[src/rtl/alu_mc.sv]
// rtl/alu_mc.sv - multi-cycle RV32I/M execute unit with registered valid/ready result.
// Divider is built only when ALU_MC_DIV_EN is defined; otherwise div/rem ops return 0 in one cycle.
module alu_mc #(
   parameter int XLEN        = 32,
   parameter int MUL_LATENCY = 2
) (
   input  logic            clock,
   input  logic            reset,
   input  logic            in_valid,
   output logic            in_ready,
   input  logic [6:0]      op,
   input  logic [2:0]      funct3,
   input  logic [6:0]      funct7,
   input  logic [XLEN-1:0] a,
   input  logic [XLEN-1:0] b,
   output logic            out_valid,
   input  logic            out_ready,
   output logic [XLEN-1:0] result,
   output logic            busy
);
   localparam logic [6:0] OP_LOAD  = 7'b0000011;
   localparam logic [6:0] OP_STORE = 7'b0100011;
   localparam logic [6:0] OP_ALUI  = 7'b0010011;
   localparam logic [6:0] OP_ALUR  = 7'b0110011;
   localparam int SW  = $clog2(XLEN);
   localparam int MCW = (MUL_LATENCY > 1) ? $clog2(MUL_LATENCY) : 1;
   localparam logic [MCW-1:0] MUL_LOAD = MCW'((MUL_LATENCY > 1) ? MUL_LATENCY - 2 : 0);

   typedef enum logic [1:0] {S_IDLE, S_DONE, S_MUL, S_DIV} state_t;
   typedef enum logic [1:0] {C_ONE, C_MUL, C_DIV} cls_t;

   state_t            state, state_nx;
   cls_t              cls;
   logic              accept;
   logic [SW-1:0]     shamt;
   logic [XLEN-1:0]   alu_out, sra_v;
   logic              lt_s, lt_u;

   // Multiplier operands carry an extra sign bit so one signed multiply covers all four variants.
   logic [XLEN:0]          ma_in, mb_in, ma_q, mb_q, ma, mb;
   logic signed [2*XLEN-1:0] ma_w, mb_w, prod;
   logic                   mul_hi_q, mul_hi;
   logic [XLEN-1:0]        mul_res;
   logic [MCW-1:0]         mul_cnt;

   assign shamt = b[SW-1:0];
   assign sra_v = $signed(a) >>> shamt;
   assign lt_s  = $signed(a) < $signed(b);
   assign lt_u  = a < b;

   assign ma_in   = {(funct3[1:0] != 2'b11) & a[XLEN-1], a};
   assign mb_in   = {~funct3[1] & b[XLEN-1], b};
   assign ma      = (MUL_LATENCY == 1) ? ma_in : ma_q;
   assign mb      = (MUL_LATENCY == 1) ? mb_in : mb_q;
   assign mul_hi  = (MUL_LATENCY == 1) ? (funct3 != 3'b000) : mul_hi_q;
   assign ma_w    = {{(XLEN-1){ma[XLEN]}}, ma};
   assign mb_w    = {{(XLEN-1){mb[XLEN]}}, mb};
   assign prod    = ma_w * mb_w;
   assign mul_res = mul_hi ? prod[2*XLEN-1:XLEN] : prod[XLEN-1:0];

   always_comb begin
      alu_out = '0;
      cls     = C_ONE;
      case (op)
         OP_LOAD, OP_STORE: alu_out = a + b;
         OP_ALUI: begin
            case (funct3)
               3'b000: alu_out = a + b;
               3'b010: alu_out = {{(XLEN-1){1'b0}}, lt_s};
               3'b011: alu_out = {{(XLEN-1){1'b0}}, lt_u};
               3'b100: alu_out = a ^ b;
               3'b110: alu_out = a | b;
               3'b111: alu_out = a & b;
               3'b001: alu_out = a << shamt;
               default: alu_out = funct7[5] ? sra_v : (a >> shamt);
            endcase
         end
         OP_ALUR: begin
            if (funct7 == 7'b0000000) begin
               case (funct3)
                  3'b000: alu_out = a + b;
                  3'b001: alu_out = a << shamt;
                  3'b010: alu_out = {{(XLEN-1){1'b0}}, lt_s};
                  3'b011: alu_out = {{(XLEN-1){1'b0}}, lt_u};
                  3'b100: alu_out = a ^ b;
                  3'b101: alu_out = a >> shamt;
                  3'b110: alu_out = a | b;
                  default: alu_out = a & b;
               endcase
            end else if (funct7 == 7'b0100000) begin
               if (funct3 == 3'b000)
                  alu_out = a - b;
               else if (funct3 == 3'b101)
                  alu_out = sra_v;
            end else if (funct7 == 7'b0000001) begin
               if (!funct3[2]) begin
                  if (MUL_LATENCY == 1)
                     alu_out = mul_res;
                  else
                     cls = C_MUL;
               end
`ifdef ALU_MC_DIV_EN
               else
                  cls = C_DIV;
`endif
            end
         end
         default: alu_out = '0;
      endcase
   end

`ifdef ALU_MC_DIV_EN
   logic [XLEN-1:0] dv_rem, dv_quo, dv_dvs, dv_a;
   logic [SW-1:0]   dv_cnt;
   logic            dv_negq, dv_negr, dv_dz, dv_isrem;
   logic            sgn_a, sgn_b;
   logic [XLEN:0]   dv_shift, dv_trial;
   logic [XLEN-1:0] dv_rem_nx, dv_quo_nx, dv_q_fin, dv_r_fin, dv_out;

   assign sgn_a = ~funct3[0] & a[XLEN-1];
   assign sgn_b = ~funct3[0] & b[XLEN-1];

   // One restoring step: the trial subtraction's top bit tells whether the divisor fits.
   always_comb begin
      dv_shift = {dv_rem, dv_quo[XLEN-1]};
      dv_trial = dv_shift - {1'b0, dv_dvs};
      if (!dv_trial[XLEN]) begin
         dv_rem_nx = dv_trial[XLEN-1:0];
         dv_quo_nx = {dv_quo[XLEN-2:0], 1'b1};
      end else begin
         dv_rem_nx = dv_shift[XLEN-1:0];
         dv_quo_nx = {dv_quo[XLEN-2:0], 1'b0};
      end
      dv_q_fin = dv_dz ? '1   : (dv_negq ? -dv_quo_nx : dv_quo_nx);
      dv_r_fin = dv_dz ? dv_a : (dv_negr ? -dv_rem_nx : dv_rem_nx);
      dv_out   = dv_isrem ? dv_r_fin : dv_q_fin;
   end

   always_ff @(posedge clock) begin
      if (accept) begin
         dv_rem   <= '0;
         dv_quo   <= sgn_a ? -a : a;
         dv_dvs   <= sgn_b ? -b : b;
         dv_cnt   <= SW'(XLEN - 1);
         dv_negq  <= sgn_a ^ sgn_b;
         dv_negr  <= sgn_a;
         dv_dz    <= (b == '0);
         dv_isrem <= funct3[1];
         dv_a     <= a;
      end else if (state == S_DIV) begin
         dv_rem <= dv_rem_nx;
         dv_quo <= dv_quo_nx;
         dv_cnt <= dv_cnt - 1'b1;
      end
   end
`endif

   always_comb begin
      state_nx = state;
      in_ready = 1'b0;
      busy     = 1'b0;
      case (state)
         S_IDLE:  in_ready = 1'b1;
         S_DONE:  in_ready = out_ready;
         default: busy     = 1'b1;
      endcase
      accept = in_valid & in_ready;
      case (state)
         S_IDLE, S_DONE: begin
            if (accept) begin
               case (cls)
                  C_MUL:   state_nx = S_MUL;
                  C_DIV:   state_nx = S_DIV;
                  default: state_nx = S_DONE;
               endcase
            end else if (state == S_DONE && out_ready) begin
               state_nx = S_IDLE;
            end
         end
         S_MUL: if (mul_cnt == '0) state_nx = S_DONE;
`ifdef ALU_MC_DIV_EN
         S_DIV: if (dv_cnt == '0) state_nx = S_DONE;
`else
         S_DIV: state_nx = S_IDLE;
`endif
         default: state_nx = S_IDLE;
      endcase
   end

   assign out_valid = (state == S_DONE);

   always_ff @(posedge clock) begin
      if (reset) begin
         state  <= S_IDLE;
         result <= '0;
      end else begin
         state <= state_nx;
         if (accept && cls == C_ONE)
            result <= alu_out;
         else if (state == S_MUL && mul_cnt == '0)
            result <= mul_res;
`ifdef ALU_MC_DIV_EN
         else if (state == S_DIV && dv_cnt == '0)
            result <= dv_out;
`endif
      end
   end

   always_ff @(posedge clock) begin
      if (accept) begin
         ma_q     <= ma_in;
         mb_q     <= mb_in;
         mul_hi_q <= (funct3 != 3'b000);
         mul_cnt  <= MUL_LOAD;
      end else if (state == S_MUL) begin
         mul_cnt <= mul_cnt - 1'b1;
      end
   end
endmodule

[config.mk]
export PLATFORM = sky130hd
export DESIGN_NAME = alu_mc
export DESIGN_NICKNAME = d
export VERILOG_FILES = /design/src/rtl/alu_mc.sv
export SDC_FILE = /design/constraint.sdc
export NUM_CORES = 2
export LEC_CHECK = 0
export ABC_AREA = 1
export CELL_PAD_IN_SITES_DETAIL_PLACEMENT = 2
export CELL_PAD_IN_SITES_GLOBAL_PLACEMENT = 2
export CORE_MARGIN = 10
export CORE_UTILIZATION = 41
export DETAILED_ROUTE_END_ITERATION = 6
export PLACE_DENSITY = 0.95
export REMOVE_ABC_BUFFERS = 1
export SETUP_SLACK_MARGIN = 0.2
export SYNTH_ARGS = -nofsm -noshare
export SYNTH_HDL_FRONTEND = slang
export SYNTH_SLANG_ARGS = --single-unit
[constraint.sdc]
create_clock -name clock -period 20.8 [get_ports clock]
set_input_delay 5.2 -clock clock [delete_from_list [all_inputs] [get_ports clock]]
set_output_delay 5.2 -clock clock [all_outputs]
set_load 0.01 [all_outputs]
==> results of run 1 <==
per-stage QoR:
stage	instances	worst slack, ns	area, um2	hold WS [ns]
2_1_floorplan	7694	10.18	54600	0.453
3_3_place_gp	9713	9.13	58800	0.462
Yosys cell counts (all sizes together):
cell / count / area [um2]
nor4: 9 / 71.3
o21ai: 234 / 1170
fa: 1127 / 22600
nand3: 631 / 3180
inv: 2059 / 7730
nor3: 35 / 190
a21boi: 7 / 52.6
clkinv: 2 / 7.51
buf: 114 / 617
a22oi: 2 / 15.0
a31oi: 9 / 56.3
o22ai: 21 / 131
mux2i: 1 / 10.0
o21bai: 21 / 161
a21o: 2 / 15.0
ha: 309 / 3870
nand3b: 6 / 45.0
o21a: 4 / 30.0
xnor2: 8 / 70.1
nand4: 70 / 438
and3: 2 / 12.5
a21oi: 311 / 1570
nor2: 405 / 1530
edfxtp: 67 / 2010
a31o: 1 / 8.76
o211ai: 23 / 183
or2: 15 / 93.8
clkbuf: 315 / 1190
and2: 16 / 100
xor2: 15 / 131
nand2: 2245 / 8440
o2111ai: 1 / 8.76
or3: 1 / 6.26
dfxtp: 35 / 701
kinds of logic after synthesis:
| kind of cell | share of synthesized area, % |
|---|---|
| AND/OR/NAND/NOR | 25.0 |
| adder cells (fa/ha/maj) | 46.9 |
| AO/OA/AOI/OAI | 6.04 |
| flip-flops | 4.81 |
| XOR/XNOR | 0.357 |
| multiplexers | 0.0177 |
| buffers and inverters | 16.9 |
==> out/qor.yml, run 1 <==
synth_seq_cells: 102
error_line: "[ERROR DPL-0033] detailed placement checks failed during check placement."
synth.cell_area_mm2: 0.0564
status: "did not finish"
die_width_um: 391
hpwl_um: 303000
synthCells: 8123
fp.dieH_um: 391
lastStage: "3_5_place_dp"
gp_congestion: 1.00
ys_seq_area_share_pct: 4.81
ios: 120
row_count: 136
yosysWarnings: 0
avgSynthCellArea_um2: 6.94
ys_types: 53
io_buffer_count: 119
start_util_pct: 41.1
==> run 2: changes to the inputs <==
Settings changed: CELL_PAD_IN_SITES_DETAIL_PLACEMENT 2 to default, CELL_PAD_IN_SITES_GLOBAL_PLACEMENT 2 to default, CORE_UTILIZATION 41 to 40, PLACE_DENSITY 0.95 to default, PLACE_DENSITY_LB_ADDON from default to 0.15, SETUP_SLACK_MARGIN 0.2 to default.
==> out/qor.yml, run 2 <==
wl_um: 246000
grt_remaining_overflow: 0
synth_most_common_cell: "nand2_1"
hpwl_um: 199000  # -34%
finalSetupTns_ns: 0
clock-sinks: 102
drive_gt1_share_pct: 2.26
area_growth_syn_to_layout_pct: 4.96
worstSetupPathType: "input port to output port"
first_pass_iters: 6
mostFrequentLayoutCell: "nand2_1"
grt_pass1_wl_um: 365000
h-tree-depth: 3
ios: 120  # unchanged
fillers: 15007
cts_root_buf: "clkbuf_16"
synthAdderAreaFrac_pct: 46.9  # unchanged
post-cts-setup-buffers: 0
relSlewSlack_pct: 20.4
grt_max_degree: 75
ant_nets: 0
status: "finished, final reports clean"
ys_seq_area_share_pct: 4.81  # unchanged
cts_resized: 0
synth_mux_area_share_pct: 0.0177  # unchanged
finalHoldViolations: 0
path_max_fanout: 2
synth.top_cell.area_share_pct: 40.0  # unchanged
numCtsBuffers: 9
hold_class: "register to register"
antenna_found_initial: 15
fmax_ghz: 0.0861
grt_pass1_vias: 54228
fp.dieH_um: 396  # +1.2%
grt_usage_pct: 31.4
gp_congestion: 1.02  # +1.8%
fin_crit_sh_pct: 55.8
cts_tree: "yes"
ys.flop_type: "edfxtp_1"
synth_seq_cells: 102  # unchanged
setup_viol: 0
synthSimpleGateAreaFrac_pct: 25.0  # unchanged
wl_per_cell_um: 25.1
start_kind: "input port"
vias: 52508
avgSynthCellArea_um2: 6.94  # unchanged
via_per_inst: 5.35
ys_types: 53  # unchanged
synth.area.top_cells: "fa_1 (40%), nand2_1 (15%), inv_1 (14%)"
synth-edff-count: 67  # unchanged
start_util_pct: 40.3  # -0.80 points
ff_latch_area_mm2: 0.00271
setup.worst_path.end_class: "output port"
row_count: 137  # +0.74%
io_buffer_count: 119  # unchanged
rsz0062_at_grt: "no"
yosysWarnings: 0  # unchanged
clock_path_buffers: 2
cp_data_arrival_time_ns: 6.41
synth_common_cells: "nand2_1 (2240), inv_1 (2048), fa_1 (1127)"
coreArea_mm2: 0.140
synth_top_family_by_area: "adder cells"
synth_compound_area_share_pct: 6.04  # unchanged
multi_input_area_mm2: 0.0442
dieArea_mm2: 0.156
tightest_slew_ns: 1.18
async_flop_share_pct: 0  # unchanged
maxCapViolCount: 0
slew_viol_final: 0
clock-skew-final_ns: 0.0203
fin_nets: 9448
clkLatencyLatePin_ns: 0.41
route.detailed.drc: 0
die_width_um: 396  # +1.2%
clkTransAtPathRegs_ns: 0.09
crit_required_ns: 15.60
synth_xor_area_share_pct: 0.357  # unchanged
synth_largest_area_cell: "fa_1"
synthCells: 8123  # unchanged
drtIter0Drc: 5303
synth.cell_area_mm2: 0.0564  # unchanged
holdBufCountCts: 0
most-common-layout-cells: "nand2_1 (2240), inv_1 (2046), fa_1 (1127), nand3_1 (627), nor2_1 (397)"
fin_crit_ns: 11.61
## run 2: stage by stage
stage	hold slack, ns	setup WS, ns	cell area, um2	cells	utilization (%)
after CTS	0.496	9.19	59200	9808	42.3
after floorplan	0.453	10.18	54600	7694	-
final	0.505	9.19	59200	9811	42.3
after detailed placement	0.484	9.19	58900	9792	42.1
after global routing	0.528	9.14	59200	9808	42.3
after global placement	0.472	9.13	58900	9792	42.1
## run 2: cell type report
| cell class | instances | area share, % |
|---|---|---|
| clock inverter | 7 | 0.125 |
| multi-input combinational | 5531 | 74.6 |
| antenna | 3 | 0.0127 |
| inverter | 2061 | 13.1 |
| timing repair buffer | 222 | 3.28 |
| sequential | 102 | 4.58 |
| tap | 1876 | 3.96 |
| clock buffer | 9 | 0.380 |
## run 2: worst max-delay path, stage by stage
cell,delay (ns)
clkdlybuf4s50_1,0.48
nor2_1,0.05
nor2_1,0.12
clkdlybuf4s50_1,0.56
## run 2: worst paths after layout
check	cells past startpoint	end	slack, ns	start
max reg2reg	31	result[29]	11.24	mb[6]
min reg2reg	2	mul_cnt	0.51	mul_cnt
min	2	mul_cnt	0.51	mul_cnt
max	4	in_ready	9.19	out_ready
## run 2: logic make-up (layout without fill, tap and decap cells)
family	count (synthesis)	in the layout
multiplexers	1	1
buffers and inverters	2490	2299
AO/OA/AOI/OAI	636	636
flip-flops	102	102
adder cells (fa/ha/maj)	1436	1436
other	0	3
XOR/XNOR	23	23
AND/OR/NAND/NOR	3435	3435
## run 2: routing by layer
layer / global-route usage [%] / routed length, um
met4: 10.2 / 9560
met1: 43.7 / 106000
met5: 0 / 120
met3: 6.21 / 21600
met2: 48.8 / 109000
Power of run 2 is not shown: default switching activity piles up to over one toggle a cycle in this logic, so the estimate is an artifact.
